**src/rtl/scan_sequencer_pkg.sv**
```systemverilog
// Shared constants for the four-digit multiplexed display scanner:
// FSM state encoding, default slot timing and anode helpers.
package scan_sequencer_pkg;

  localparam int unsigned DEF_SHOW_CYCLES  = 100000;
  localparam int unsigned DEF_BLANK_CYCLES = 1000;

  localparam logic [0:0] ST_BLANK = 1'b0;
  localparam logic [0:0] ST_SHOW  = 1'b1;

  localparam logic [3:0] AN_OFF = 4'b1111;

  // Active-low one-cold anode pattern for a slot index.
  function automatic logic [3:0] an_drive(input logic [1:0] sel);
    return ~(4'b0001 << sel);
  endfunction

  function automatic logic [3:0] nibble_of(input logic [15:0] d, input logic [1:0] sel);
    return d[{sel, 2'b00} +: 4];
  endfunction

endpackage

```
**src/rtl/scan_sequencer_tick_counter.sv**
```systemverilog
// Slot timer: restartable counter that flags the cycle on which it
// reaches the programmed terminal value.
module tick_counter #(
  parameter int unsigned WIDTH = 8
) (
  input  logic             clk,
  input  logic             rst,
  input  logic             load,
  input  logic [WIDTH-1:0] terminal,
  output logic             tc
);

  logic [WIDTH-1:0] count;

  always_ff @(posedge clk) begin
    if (rst || load) begin
      count <= '0;
    end else begin
      count <= count + 1'b1;
    end
  end

  assign tc = (count == terminal);

endmodule

```
**src/rtl/scan_sequencer.sv**
```systemverilog
// Four-digit anode scanner with blanking dead-time and frame-synchronous
// double buffering of the displayed digits and enables.
module scan_sequencer
  import scan_sequencer_pkg::*;
#(
  parameter int unsigned SHOW_CYCLES  = DEF_SHOW_CYCLES,
  parameter int unsigned BLANK_CYCLES = DEF_BLANK_CYCLES
) (
  input  logic        Clk,
  input  logic        Reset,
  input  logic [15:0] Digits,
  input  logic [3:0]  DigitEnable,
  input  logic        Load,
  output logic [3:0]  AN,
  output logic [1:0]  Selector,
  output logic [3:0]  DigitOut,
  output logic        FrameDone
);

  localparam int unsigned MAX_CYCLES = (SHOW_CYCLES > BLANK_CYCLES) ? SHOW_CYCLES : BLANK_CYCLES;
  localparam int unsigned CW         = $clog2(MAX_CYCLES) + 1;

  localparam logic [CW-1:0] SHOW_TERM  = CW'(SHOW_CYCLES - 1);
  localparam logic [CW-1:0] BLANK_TERM = CW'((BLANK_CYCLES > 0) ? (BLANK_CYCLES - 1) : 0);

  // With no dead-time the scanner never visits BLANK, so it starts in SHOW.
  localparam logic [0:0] ST_START = (BLANK_CYCLES == 0) ? ST_SHOW : ST_BLANK;

  logic [0:0]    state;
  logic [1:0]    sel;
  logic [3:0]    digit_out;
  logic [15:0]   disp_digits;
  logic [3:0]    disp_en;
  logic [15:0]   stg_digits;
  logic [3:0]    stg_en;
  logic          pending;

  logic          tc;
  logic          slot_end;
  logic          boundary;
  logic          commit;
  logic [1:0]    sel_next;
  logic [CW-1:0] terminal;

  assign terminal = (state == ST_SHOW) ? SHOW_TERM : BLANK_TERM;
  assign slot_end = (state == ST_SHOW) && tc;
  assign boundary = slot_end && (sel == 2'd3);
  assign commit   = boundary && pending;
  assign sel_next = sel + 2'd1;

  tick_counter #(
    .WIDTH (CW)
  ) u_tick (
    .clk      (Clk),
    .rst      (Reset),
    .load     (tc),
    .terminal (terminal),
    .tc       (tc)
  );

  always_ff @(posedge Clk) begin
    if (Reset) begin
      state       <= ST_START;
      sel         <= '0;
      digit_out   <= '0;
      disp_digits <= '0;
      disp_en     <= '0;
      stg_digits  <= '0;
      stg_en      <= '0;
      pending     <= 1'b0;
    end else begin
      // A Load on the boundary cycle wins over the commit clearing pending.
      if (Load) begin
        stg_digits <= Digits;
        stg_en     <= DigitEnable;
        pending    <= 1'b1;
      end else if (commit) begin
        pending    <= 1'b0;
      end

      if (commit) begin
        disp_digits <= stg_digits;
        disp_en     <= stg_en;
      end

      if ((state == ST_BLANK) && tc) begin
        state <= ST_SHOW;
      end

      if (slot_end) begin
        sel       <= sel_next;
        state     <= (BLANK_CYCLES == 0) ? ST_SHOW : ST_BLANK;
        digit_out <= nibble_of(commit ? stg_digits : disp_digits, sel_next);
      end
    end
  end

  always_comb begin
    AN = AN_OFF;
    if (!Reset && (state == ST_SHOW) && disp_en[sel]) begin
      AN = an_drive(sel);
    end
  end

  assign FrameDone = boundary && !Reset;
  assign Selector  = sel;
  assign DigitOut  = digit_out;

endmodule

```
**config.mk**
```make
export PLATFORM = sky130hd
export DESIGN_NAME = scan_sequencer
export DESIGN_NICKNAME = d
export VERILOG_FILES = /design/src/rtl/scan_sequencer_pkg.sv /design/src/rtl/scan_sequencer_tick_counter.sv /design/src/rtl/scan_sequencer.sv
export SDC_FILE = /design/constraint.sdc
export NUM_CORES = 1
export LEC_CHECK = 0
export BUFFER_PORTS_ARGS = -buffer_cell sky130_fd_sc_hd__buf_2
export CAP_MARGIN = 0
export CORE_ASPECT_RATIO = 1.4
export CORE_MARGIN = 2
export CORE_UTILIZATION = 35
export DETAILED_ROUTE_END_ITERATION = 10
export PLACE_DENSITY = 0.57
export SYNTH_ARGS = -nofsm -noshare
export SYNTH_HDL_FRONTEND = slang
export SYNTH_HIERARCHICAL = 1
export SYNTH_SLANG_ARGS = --single-unit
```
**constraint.sdc**
```tcl
create_clock -name Clk -period 7.38 [get_ports Clk]
set_input_delay 1.476 -clock Clk [delete_from_list [all_inputs] [get_ports Clk]]
set_output_delay 1.476 -clock Clk [all_outputs]
set_load 0.05 [all_outputs]
```
==> flow_summary.ini <==
[worst_hold_path]
worstHoldStart = disp_digits[9]
min_path_cells = 2
hold_end = disp_digits[9]
hp-class = reg2reg

[yosys]
ys_ff_latch = 66
synthFlopType = dfxtp_1
netlist.area_leader.share = 0.4365
synthTopCellsByArea = dfxtp_1, mux2i_1, xor2_1
ys_seq_area_frac = 0.4365
ys_types = 39
synth_cells = 327
synth_common_cells = dfxtp_1, nand2_1, nor2_1, a21oi_1, xor2_1
syn_avg_cell_area_um2 = 9.256
synth_top_cell_by_area = dfxtp_1
synth.most_common_cell = dfxtp_1
yosysWarnings = 6
synth_area_um2 = 3027
synth_async_sr_flop_share = 0
synth-edff-count = 0

[die]
start_util = 0.3557
dieHeight_um = 114.0
core_um2 = 8508
placementRows = 40
die_area_um2 = 9418
die_w_um = 82.59
ios = 34

[power]
max-vdd-ir-drop_mv = 0.1130
seq_power_share = 0.446
p_per_area_nw_per_um2 = 232.6
total_power_mw = 0.8339
p_sw_frac = 0.2097
intPower_mw = 0.6590
leakage_nw = 1.425
combPwrFrac = 0.040
clkPwrFrac = 0.514
p_sw_mw = 0.1749

[timing]
timing.final.crit_share = 0.6934
maxSlewHeadroom = 0.2875
skew_ns = 0.005205
tns_ns = 0
hold_violations = 0
rsz0062_at_grt = false
hold_slack_ns = 0.4513
maxSlewViolCount = 0
setup_viol = 0
max_freq_mhz = 195.4
worst_pin_slew_ns = 1.060
period_minus_slack_ns = 5.117

[clock_tree]
h-tree-depth = 3
cts_root_buffer = clkbuf_16
cts_tree = yes
clock_path_buffers = 2
clock_sinks = 66
cts_buffers = 9
clk_pin_slew_ns = 0.05
postCtsHoldBufs = 0
clk_latency_ns = 0.33
post_cts_buffers = 0
cts_resized = 0

[setup_path]
timing.rr.end = DigitOut[2]
cp.required_ns = 5.90
end_kind = output port
r2r_cells = 9
regToRegSetupSlack_ns = 3.40
r2r-start = state
cp.arrival_ns = 3.64
cp-start-kind = flip-flop
path_max_fanout = 15
path_class = reg2out

[grt]
grt_start_max_net_pins = 53
grt_usage = 0.1545
antenna_found_initial = 0
grt_pass1_vias = 2301
grt_pass1_wl_mm = 10.89
grt-ovfl-total = 0

[routing]
viasPerCell = 4.911
ant_nets = 0
via_count = 2313
wl_per_cell_um = 13.60
totalWireLength_mm = 6.406
drt_iter0_markers = 105
firstDrtPassIters = 4
drc_errors = 0

[placement]
port_buffers = 33
placed_cells = 455
gp_congestion = 0.8025
hpwl_mm = 4.489

[layout]
nFillCells = 877
layoutNonFillerInstCount = 471
antenna_cells = 0
multi_input_area_um2 = 1633
nets = 389
seq_area_um2 = 1321
drive_gt1_frac = 0.1831
areaGrowthSynthToFinish_pct = 18.44

[run]
maxCapViolCount = 0

[outcome]
outcome = complete, no violations
registers in the layout (all words and copies together) (netlist names):
signal,count
DigitOut,4
stg_digits,16
state,1
disp_en,4
u_tick/count,18
Selector,2
pending,1
stg_en,4
disp_digits,16
through the flow:
stage	util	instance area [µm²]	setup WS, ns
after global placement	0.3853	3278	2.776
after detailed placement	0.3853	3278	2.596
after floorplan	-	3057	3.153
final	0.4213	3585	2.263
after global routing	0.4213	3585	1.838
after CTS	0.4213	3585	2.299
final cells by class:
| type | count | share of cell area |
|---|---|---|
| clock buffers | 12 | 0.07155 |
| clock inverters | 4 | 0.01396 |
| inverters | 4 | 0.005585 |
| multi-input cells | 246 | 0.4555 |
| flip-flops and latches | 66 | 0.3686 |
| well taps | 105 | 0.03665 |
| repair buffers | 34 | 0.04817 |
power groups by stage:
| stage | Sequential [mW] | Clock, mW | Combinational [mW] |
|---|---|---|---|
| after floorplan | 0.377 | 0 | 0.0233 |
| after global placement | 0.379 | 0 | 0.0325 |
| after detailed placement | 0.380 | 0 | 0.0333 |
| after CTS | 0.372 | 0.438 | 0.0336 |
| after global routing | 0.373 | 0.458 | 0.0371 |
| final | 0.372 | 0.429 | 0.0331 |
kinds of logic (layout without fill, tap and decap cells):
family | Yosys count | after routing | share of synthesized area
adders and majority gates | 5 | 5 | 0.02067
buffers and inverters | 23 | 54 | 0.03596
AOI/OAI and AO/OA | 39 | 39 | 0.07442
other | 2 | 10 | 0.002481
and+or+nand+nor | 133 | 133 | 0.2129
xor gates and xnor gates | 30 | 30 | 0.08681
DFF | 66 | 66 | 0.4365
muxes | 29 | 29 | 0.1302
layout by cell type (no fill, tap or decap), types with 7 or more instances in the layout:
cell,n
xor2_1,22
mux4_2,7
nor2_1,41
mux2i_1,21
clkbuf_16,9
nand2_1,51
buf_2,33
nand3_1,8
a21oi_1,31
conb_1,10
xnor2_1,8
dfxtp_1,66
worst max-delay path: stages, from the launching register on:
cell,delay (ns)
dfxtp_1,0.74
inv_1,0.29
xor2_1,0.22
nor4_1,0.33
nand3_1,0.14
nor4_2,0.94
nand3_1,0.22
nor2_1,0.16
buf_2,0.29
layer usage:
metal	wire length (µm)	GRT usage
met1	2777	0.1805
met3	210	0.03639
met2	3285	0.2570
met5	0	0
met4	133	0.08087
how the worst max path moves through the flow:
stage	from	endpoint	slack [ns]	depth (start not counted)
final	state	FrameDone	2.26	8
after global placement	state	FrameDone	2.78	8
after detailed placement	state	FrameDone	2.60	8
after floorplan	state	FrameDone	3.15	9
after global routing	state	FrameDone	1.84	8
after CTS	state	FrameDone	2.30	8
Note: power is estimated with default switching activity, not from simulation.
